<file path="src/rtl/noc_pkg.sv">
// rtl/noc_pkg.sv - port indices, flit field positions and FSM states for the NoC input port
package noc_pkg;

    // Output port indices, matching bit positions of the req/gnt vectors.
    localparam logic [2:0] PORT_L = 3'd0;
    localparam logic [2:0] PORT_E = 3'd1;
    localparam logic [2:0] PORT_W = 3'd2;
    localparam logic [2:0] PORT_N = 3'd3;
    localparam logic [2:0] PORT_S = 3'd4;
    localparam int         NUM_PORTS = 5;

    typedef enum logic [1:0] {
        IDLE  = 2'd0,
        ROUTE = 2'd1,
        REQ   = 2'd2,
        XFER  = 2'd3
    } port_state_t;

    // Head flag is the flit MSB, tail flag sits just below it.
    function automatic int flit_head_pos(input int flit_w);
        return flit_w - 1;
    endfunction

    function automatic int flit_tail_pos(input int flit_w);
        return flit_w - 2;
    endfunction

    // Destination X sits directly above destination Y at the bottom of the payload.
    function automatic int flit_dx_lsb(input int y_w);
        return y_w;
    endfunction

    function automatic int flit_dy_lsb();
        return 0;
    endfunction

endpackage

</file>
<file path="src/rtl/noc_flit_fifo.sv">
// rtl/noc_flit_fifo.sv - power-of-two flit FIFO with combinational front entry
module noc_flit_fifo
    import noc_pkg::*;
#(
    parameter int FLIT_W = 34,
    parameter int DEPTH  = 4
) (
    input  logic              clk,
    input  logic              rst,
    input  logic              push,
    input  logic [FLIT_W-1:0] push_data,
    input  logic              pop,
    output logic [FLIT_W-1:0] front,
    output logic              full,
    output logic              empty
);

    localparam int            AW       = $clog2(DEPTH);
    localparam logic [AW:0]   FULL_CNT = DEPTH[AW:0];

    logic [FLIT_W-1:0] mem [DEPTH];
    logic [AW-1:0]     wr_ptr;
    logic [AW-1:0]     rd_ptr;
    logic [AW:0]       count;
    logic              do_push;
    logic              do_pop;

    // Guard the handshakes so an overflow or underflow can never corrupt pointers.
    assign do_push = push & ~full;
    assign do_pop  = pop & ~empty;
    assign full    = (count == FULL_CNT);
    assign empty   = (count == '0);
    assign front   = mem[rd_ptr];

    // Pointer and occupancy tracking; pointers wrap naturally at DEPTH.
    always_ff @(posedge clk) begin
        if (rst) begin
            wr_ptr <= '0;
            rd_ptr <= '0;
            count  <= '0;
        end else begin
            if (do_push) wr_ptr <= wr_ptr + 1'b1;
            if (do_pop)  rd_ptr <= rd_ptr + 1'b1;
            case ({do_push, do_pop})
                2'b10:   count <= count + 1'b1;
                2'b01:   count <= count - 1'b1;
                default: count <= count;
            endcase
        end
    end

    // Storage array; contents are don't-care until written.
    always_ff @(posedge clk) begin
        if (do_push) mem[wr_ptr] <= push_data;
    end

endmodule

</file>
<file path="src/rtl/noc_input_port.sv">
// rtl/noc_input_port.sv - router input port: flit FIFO, XY route, held request; NOC_PORT_STATS_EN adds counters
module noc_input_port
    import noc_pkg::*;
#(
    parameter int DATA_W = 32,
    parameter int DEPTH  = 4,
    parameter int X_W    = 3,
    parameter int Y_W    = 3,
    parameter int MY_X   = 0,
    parameter int MY_Y   = 0
) (
    input  logic              clk,
    input  logic              rst,
    input  logic              in_valid,
    input  logic [DATA_W+1:0] in_flit,
    output logic              in_ready,
    output logic [4:0]        req,
    input  logic [4:0]        gnt,
    output logic              out_valid,
    output logic [DATA_W+1:0] out_flit,
    input  logic              out_ready,
    output logic              err_drop
`ifdef NOC_PORT_STATS_EN
    ,
    output logic [15:0]       pkt_cnt,
    output logic [15:0]       drop_cnt
`endif
);

    localparam int FLIT_W = DATA_W + 2;
    localparam int HEAD_B = flit_head_pos(FLIT_W);
    localparam int TAIL_B = flit_tail_pos(FLIT_W);
    localparam int DX_LSB = flit_dx_lsb(Y_W);
    localparam int DY_LSB = flit_dy_lsb();
    localparam logic [X_W-1:0] HOME_X = MY_X[X_W-1:0];
    localparam logic [Y_W-1:0] HOME_Y = MY_Y[Y_W-1:0];

    port_state_t       state;
    port_state_t       state_nxt;
    logic [2:0]        route;
    logic [2:0]        route_calc;
    logic [FLIT_W-1:0] front;
    logic              full;
    logic              empty;
    logic              push;
    logic              pop;
    logic              fire;
    logic              drop;
    logic              grant_hit;
    logic              req_active;
    logic              front_head;
    logic              front_tail;
    logic [X_W-1:0]    dest_x;
    logic [Y_W-1:0]    dest_y;

    noc_flit_fifo #(
        .FLIT_W (FLIT_W),
        .DEPTH  (DEPTH)
    ) u_fifo (
        .clk       (clk),
        .rst       (rst),
        .push      (push),
        .push_data (in_flit),
        .pop       (pop),
        .front     (front),
        .full      (full),
        .empty     (empty)
    );

    assign front_head = front[HEAD_B];
    assign front_tail = front[TAIL_B];
    assign dest_x     = front[DX_LSB +: X_W];
    assign dest_y     = front[DY_LSB +: Y_W];

    // Request depends only on registered state so the arbiter sees a clean level.
    assign req_active = (state == REQ) || (state == XFER);
    assign req        = req_active ? (5'b00001 << route) : 5'b00000;
    assign grant_hit  = |(req & gnt);

    assign in_ready  = ~full;
    assign push      = in_valid & ~full;
    assign out_valid = grant_hit & ~empty;
    assign out_flit  = front;
    assign fire      = out_valid & out_ready;
    assign pop       = fire | drop;
    assign err_drop  = drop;

    // XY dimension-order route of the head flit at the FIFO front.
    always_comb begin
        route_calc = PORT_L;
        if (dest_x > HOME_X)      route_calc = PORT_E;
        else if (dest_x < HOME_X) route_calc = PORT_W;
        else if (dest_y > HOME_Y) route_calc = PORT_N;
        else if (dest_y < HOME_Y) route_calc = PORT_S;
    end

    // Next-state logic; orphan body flits seen in IDLE are discarded here.
    always_comb begin
        state_nxt = state;
        drop      = 1'b0;
        case (state)
            IDLE: begin
                if (!empty) begin
                    if (front_head) state_nxt = ROUTE;
                    else            drop      = 1'b1;
                end
            end
            ROUTE: state_nxt = REQ;
            REQ: begin
                if (grant_hit) state_nxt = (fire && front_tail) ? IDLE : XFER;
            end
            XFER: begin
                if (fire && front_tail) state_nxt = IDLE;
            end
            default: state_nxt = IDLE;
        endcase
    end

    // State and route registers; the route is captured once per packet.
    always_ff @(posedge clk) begin
        if (rst) begin
            state <= IDLE;
            route <= PORT_L;
        end else begin
            state <= state_nxt;
            if (state == ROUTE) route <= route_calc;
        end
    end

`ifdef NOC_PORT_STATS_EN
    // Saturating packet and drop counters.
    always_ff @(posedge clk) begin
        if (rst) begin
            pkt_cnt  <= '0;
            drop_cnt <= '0;
        end else begin
            if (fire && front_tail && pkt_cnt != 16'hFFFF) pkt_cnt  <= pkt_cnt + 16'd1;
            if (drop && drop_cnt != 16'hFFFF)              drop_cnt <= drop_cnt + 16'd1;
        end
    end
`endif

endmodule
</file>
<file path="config.mk">
export PLATFORM = sky130hd
export DESIGN_NAME = noc_input_port
export DESIGN_NICKNAME = d
export VERILOG_FILES = /design/src/rtl/noc_pkg.sv /design/src/rtl/noc_flit_fifo.sv /design/src/rtl/noc_input_port.sv
export SDC_FILE = /design/constraint.sdc
export NUM_CORES = 1
export LEC_CHECK = 0
export CORE_MARGIN = 8
export CORE_UTILIZATION = 45
export CTS_CLUSTER_SIZE = 10
export DETAILED_ROUTE_END_ITERATION = 12
export GPL_TIMING_DRIVEN = 1
export PLACE_DENSITY = 0.71
export SYNTH_ARGS = -nofsm -noshare
export SYNTH_HDL_FRONTEND = slang
export SYNTH_SLANG_ARGS = --single-unit
</file>
<file path="constraint.sdc">
create_clock -name clk -period 2.8 [get_ports clk]
set_clock_uncertainty 0.15 [all_clocks]
set_input_delay 0.56 -clock clk [delete_from_list [all_inputs] [get_ports clk]]
set_output_delay 0.56 -clock clk [all_outputs]
set_load 0.02 [all_outputs]
</file>
==> impl_metrics.tcl, run 1 <==
set metrics [dict create \
    p_total_mw 7.51 \
    cts_tree "yes" \
    fin_ws_ns -0.00577 \
    ys_seq_area_share_pct 76.2 \
    power_leakage_nw 2.52 \
    dp_hpwl_um 6440 \
    placed_area_sq_um 6810 \
    die_h_um 129 \
    syn_to_final_growth_pct 31.6 \
    vias 2856 \
    synthFlopType "edfxtp_1" \
    hold_ws_ns 0.316 \
    core_area_sq_um 12500 \
    hold_viol 0 \
    synthArstFlopShare_pct 0 \
    cts_root_buf "clkbuf_16" \
    failed_checks "negative setup slack" \
    rsz0062_at_grt "yes" \
    nFillCells 952 \
    multi_input_area_sq_um 1270 \
    min_path_type "reg2reg" \
    ff_latch_area_sq_um 4350 \
    grt_pass1_wl_um 16500 \
    synth_top_area_share_pct 71.7 \
    tightest_slew_ns 0.536 \
    die_area_sq_um 16500 \
    setup_viol_count_final 1 \
    clockBufferDepth 2 \
    final_area_sq_um 7500 \
    syn_nets 317 \
    endpoint_kind "flip-flop" \
    drt-total-wl_um 10600 \
    yosysUniqueCellTypes 37 \
    maxSlewViolCount 0 \
    power.density_nw_per_um2 1000 \
    initial_core_util_pct 45.5 \
    clkTransAtPathRegs_ns 0.06 \
    ys_warn_count 0 \
    gp_congestion 0.717 \
    grt_pass1_vias 2974 \
    drive_above_1_share_pct 24.3 \
    required_ns 3.00 \
    wl_per_cell_um 19.1 \
    synthTopCellsByArea "edfxtp_1 (72%), mux4_2 (11%), dfxtp_1 (4.6%)" \
    syn-cell-area_sq_um 5700 \
    drcViolationCount 0 \
    antenna_found_initial 0 \
    ant_nets 0 \
    avgViaCountPerCell 5.15 \
    overflow 0 \
    drtPass1Iterations 4 \
    syn_avg_cell_area_sq_um 21.3 \
    io_buffers 82 \
    drt-initial-drc-count 151 \
    htree_num_levels 4 \
    num_antenna_cells 0 \
    yosysTopAreaCell "edfxtp_1" \
    grt_max_degree 35 \
    nNetsFinal 419 \
    synth_edf_count 136 \
    start_kind "flip-flop" \
    fin_util_pct 59.9 \
    cts_hold_buf 0 \
    die_w_um 129 \
    clk_latency_ns 0.42 \
    maxCapViolCount 0 \
    critical_path_arrival_ns 3.01 \
    layoutNonFillerInstCount 555 \
    placement.setup.worst_slack_ns -0.136 \
    status "finished with violations" \
    fmax_ghz 0.356 \
    rows 41 \
    cts_sinks 149 \
    pin_count 85 \
    criticalPathCategory "reg2reg" \
    fin_setup_tns_ns -0.00577 \
    slew_headroom_pct 64.0 \
    crit_fanout 4 \
    numCtsBuffers 17 \
    period_minus_slack_ns 2.81 \
    ir_drop_v 0.000757 \
    dp.cells 521 \
    fin_crit_sh_pct 100 \
    grt_use_total_pct 13.7 \
    syn_inst 268 \
    synth-seq-cells 149 \
]
cells in the mapped netlist (4+ instances only):
library cell and instances:
ha_1 5, mux4_1 5, nor3_1 5, buf_2 5
inv_1 8, and3_1 4, mux4_2 29, a21oi_1 5
nand2_1 4, nor2_1 12, dfxtp_1 13, edfxtp_1 136
timing repair:
action,CTS,global route
pin swaps,0,6
cloned,0,0
resized for setup,36,14
endpoints found under the setup margin,34,3
buffers inserted,0,2
cells by family after synthesis:
family                   after synthesis  share of synthesized area, %
buffers and inverters                 19                          1.82
AND/OR/NAND/NOR                       40                          4.15
flip-flops                           149                          76.2
XOR/XNOR                               3                         0.461
AO/OA/AOI/OAI                         12                          1.34
adder cells (fa/ha/maj)                6                          1.45
other                                  1                        0.0658
multiplexers                          38                          14.5
layer usage:
layer,GRT usage [%],share of wire [%],routed length [um]
met5,0,0,0
met4,6.43,1.9,196
met3,5.21,8.0,844
met2,21.8,48,5040
met1,16.1,43,4510
registers in the layout, indices dropped and copies added (netlist names), named ones only:
name and flops:
u_fifo.mem 136, u_fifo.count 3, u_fifo.wr_ptr 2, state 2, route 2, u_fifo.rd_ptr 2
final timing paths:
kind         startpoint         endpoint  depth (start not counted)  slack (ns)
min reg2reg    route[1]         route[1]                          2        0.32
max           flip-flop  u_fifo.count[2]                          9      -0.006
min            route[1]         route[1]                          2        0.32
max reg2reg   flip-flop  u_fifo.count[2]                          9      -0.006
worst max-delay path, stage by stage, from the launching register on:
cell and delay [ns]:
dfxtp_4 0.35, mux4_2 0.57, nor4_4 0.35, a21o_2 0.15, ha_4 0.13, inv_2 0.04
fa_2 0.35, xor2_1 0.17, or3_1 0.35, a21oi_2 0.13
layout by cell type (no fill, tap or decap), drive strengths merged, types with 3 or more instances in the layout:
cell,n
dfxtp,13
clkdlybuf4s50,47
nand2b,3
ha,5
edfxtp,136
nor3,5
mux2i,3
buf,12
inv,11
nor4,3
clkbuf,19
nand2,4
dlygate4sd2,31
a21oi,5
nor2,12
and3,4
clkinvlp,4
bufinv,7
mux4,34
power breakdown:
part           internal, mW  switching, mW
clock network          1.77          0.890
registers              2.72          0.107
logic                 0.940           1.08
total                  5.43           2.08
final cells by class:
class                           count  area share (%)
Tap cell                          172            2.87
Clock buffer                       17            5.67
Inverter                            8           0.400
Multi-Input combinational cell    100            16.9
Sequential cell                   149            58.0
Clock inverter                     15            3.67
Timing Repair Buffer               94            12.5
Power figures use the tool's default switching activity.
==> run 2, diff against run 1 <==
Settings changed: ABC_AREA from default to 1.
==> run 2 against run 1 <==
Net effect: the flow now finishes without violations; synthesized area rose by 2.4%; first-iteration DRC count increased by 64%; count of clock-buffer cells in the layout up 2; critical endpoint is now out_flit[17]; largest power group unchanged.
==> impl_metrics.tcl, run 2 <==
set metrics [dict create \
    fmax_ghz 0.387 \
    cp_slowest_stage_delay_ns 0.38 \
    core_area_sq_um 12600 \
    multi_input_area_sq_um 1290 \
    synthArstFlopShare_pct 0 \
    fin_util_pct 59.7 \
    mostFrequentLayoutCells "edfxtp_1 (136), nor2_1 (66), o21ai_0 (55)" \
    crit_family "buffers and inverters" \
    io_buffers 82 \
    fin_crit_sh_pct 92.2 \
    largest_reg_flops 136 \
    power_leakage_nw 2.92 \
    initial_core_util_pct 46.3 \
    synth_xor_area_share_pct 0.150 \
    numCtsBuffers 17 \
    maxSlewViolCount 0 \
    crit_fanout 28 \
    synthTopCellsByArea "edfxtp_1 (70%), o21ai_0 (4.7%), nor2_1 (4.5%)" \
    final_common_cell "edfxtp_1" \
    synthSimpleGateAreaFrac_pct 10.7 \
    htree_num_levels 4 \
    synth_fa_ha_area_share_pct 1.41 \
    synth_edf_count 136 \
    grt_pass1_vias 3917 \
    status "completed" \
    synth_commonest_cells "edfxtp_1 (136), nor2_1 (70), o21ai_0 (55), nand2_1 (53), inv_1 (29)" \
    synth-seq-cells 149 \
    endpoint_kind "output pin" \
    cp_num_buf_inv 3 \
    top_register "u_fifo.mem" \
    ys_warn_count 0 \
    drtPass1Iterations 6 \
    drt-total-wl_um 12900 \
    overflow 0 \
    maxCapViolCount 0 \
    cts_tree "yes" \
    ir_drop_v 0.000524 \
    cp_cell_sequence "inv_2 -> buf_12 -> o21ai_0 -> o22ai_1 -> dlygate4sd2_1" \
    synth_top_area_share_pct 70.0 \
    reg.largest.list "u_fifo.mem (136), u_fifo.count (3)" \
    min_path_type "reg2reg" \
    required_ns 2.09 \
    cts_sinks 149 \
    yosysTopAreaCell "edfxtp_1" \
    final_area_sq_um 7540 \
    antenna_found_initial 0 \
    die_w_um 130 \
    clkTransAtPathRegs_ns 0.06 \
    dp_hpwl_um 7820 \
    nFillCells 1045 \
    drive_above_1_share_pct 8.14 \
    setup_viol_count_final 0 \
    syn-cell-area_sq_um 5840 \
    drcViolationCount 0 \
    grt_use_total_pct 15.7 \
    hold_viol 0 \
    layoutNonFillerInstCount 738 \
    crit_slowest_cell "dlygate4sd2_1" \
    gp_congestion 0.780 \
    criticalPathCategory "reg2out" \
    synthMuxAreaShare_pct 0 \
    clk_latency_ns 0.41 \
    synth_compound_area_share_pct 9.24 \
    hold_ws_ns 0.349 \
    syn_to_final_growth_pct 29.2 \
    nNetsFinal 606 \
    syn_nets 514 \
    fin_setup_tns_ns 0 \
    start_kind "flip-flop" \
    cts_setup_buffers 0 \
    wl_per_cell_um 17.5 \
    die_area_sq_um 16900 \
    placed_area_sq_um 6960 \
    rows 41 \
    grt_max_degree 39 \
    pin_count 85 \
    grt_pass1_wl_um 20000 \
    yosysMostFrequentCell "edfxtp_1" \
    synth_top_family_by_area "simple AND/OR/NAND/NOR gates" \
    ant_nets 0 \
    ff_latch_area_sq_um 4350 \
    clockBufferDepth 2 \
    cts_root_buf "clkbuf_16" \
    syn_avg_cell_area_sq_um 12.6 \
    syn_inst 465 \
    period_minus_slack_ns 2.58 \
    yosysUniqueCellTypes 25 \
    synthFlopType "edfxtp_1" \
    dp.cells 710 \
    avgViaCountPerCell 5.20 \
    vias 3840 \
    power.density_nw_per_um2 946 \
    ys_seq_area_share_pct 74.4 \
    die_h_um 130 \
    drt-initial-drc-count 248 \
    rsz0062_at_grt "no" \
    critical_path_arrival_ns 1.87 \
]
run 2: power by group:
group / internal (mW) / switching (mW)
clock network: 1.18 / 0.791
registers: 2.71 / 0.101
logic: 0.891 / 1.46
run 2: path summary, 6_finish.rpt:
check                           cells past startpoint               to  slack, ns            start
worst max-delay path                                5     out_flit[17]       0.22        flip-flop
worst min-delay path                                2  u_fifo.count[1]       0.35  u_fifo.count[1]
worst max register to register                     13  u_fifo.count[2]       0.42         state[1]
worst min register to register                      2  u_fifo.count[1]       0.35  u_fifo.count[1]
run 2: worst reg2reg max path, delay by kind of cell, from the launching register on:
kind | cells | cell delay, ns
AOI/OAI and AO/OA | 4 | 0.49
buffers and inverters | 1 | 0.07
DFF | 1 | 0.46
and+or+nand+nor | 6 | 0.60
adders and majority gates | 2 | 0.52
run 2: final cells by class:
class	instances	area share (%)
Sequential cell	149	57.6
Multi-Input combinational cell	261	17.1
Timing Repair Buffer	96	14.1
Clock buffer	19	5.74
Tap cell	172	2.85
Inverter	32	1.63
Clock inverter	8	0.863
Antenna cell	1	0.0332
run 2: per-layer routing:
metal  track usage [%]  vias to the layer above  wire, um  part of all wire, %
li1                  -                     1843         -                    -
met1              18.7                     1884      5750                   45
met2              26.0                       99      6270                   49
met3              5.59                       14       758                  5.9
met4              5.46                        0       136                  1.1
met5                 0                        -         0                    0
run 2: cells by family (layout without fill, tap and decap cells):
kind of cell    Yosys count  count (layout)
simple gates            154             154
flops                   149             149
compound gates           99              99
buf+inv                  55             155
fa+ha+maj                 6               6
other cells               1               2
xor+xnor                  1               1
run 2: metrics by stage:
stage,worst slack (ns),power [mW]
global placement,0.0300,5.22
finish,0.219,7.13
floorplan,-0.0665,4.21
global route,0.125,7.50
detailed placement,-0.0213,5.29
CTS,-0.00628,7.24
run 2: what timing repair did:
action / 4_1_cts / 5_1_grt
endpoints found under the setup margin: 35 / 24
resized for setup: 16 / 28
hold buffers: 0 / 0
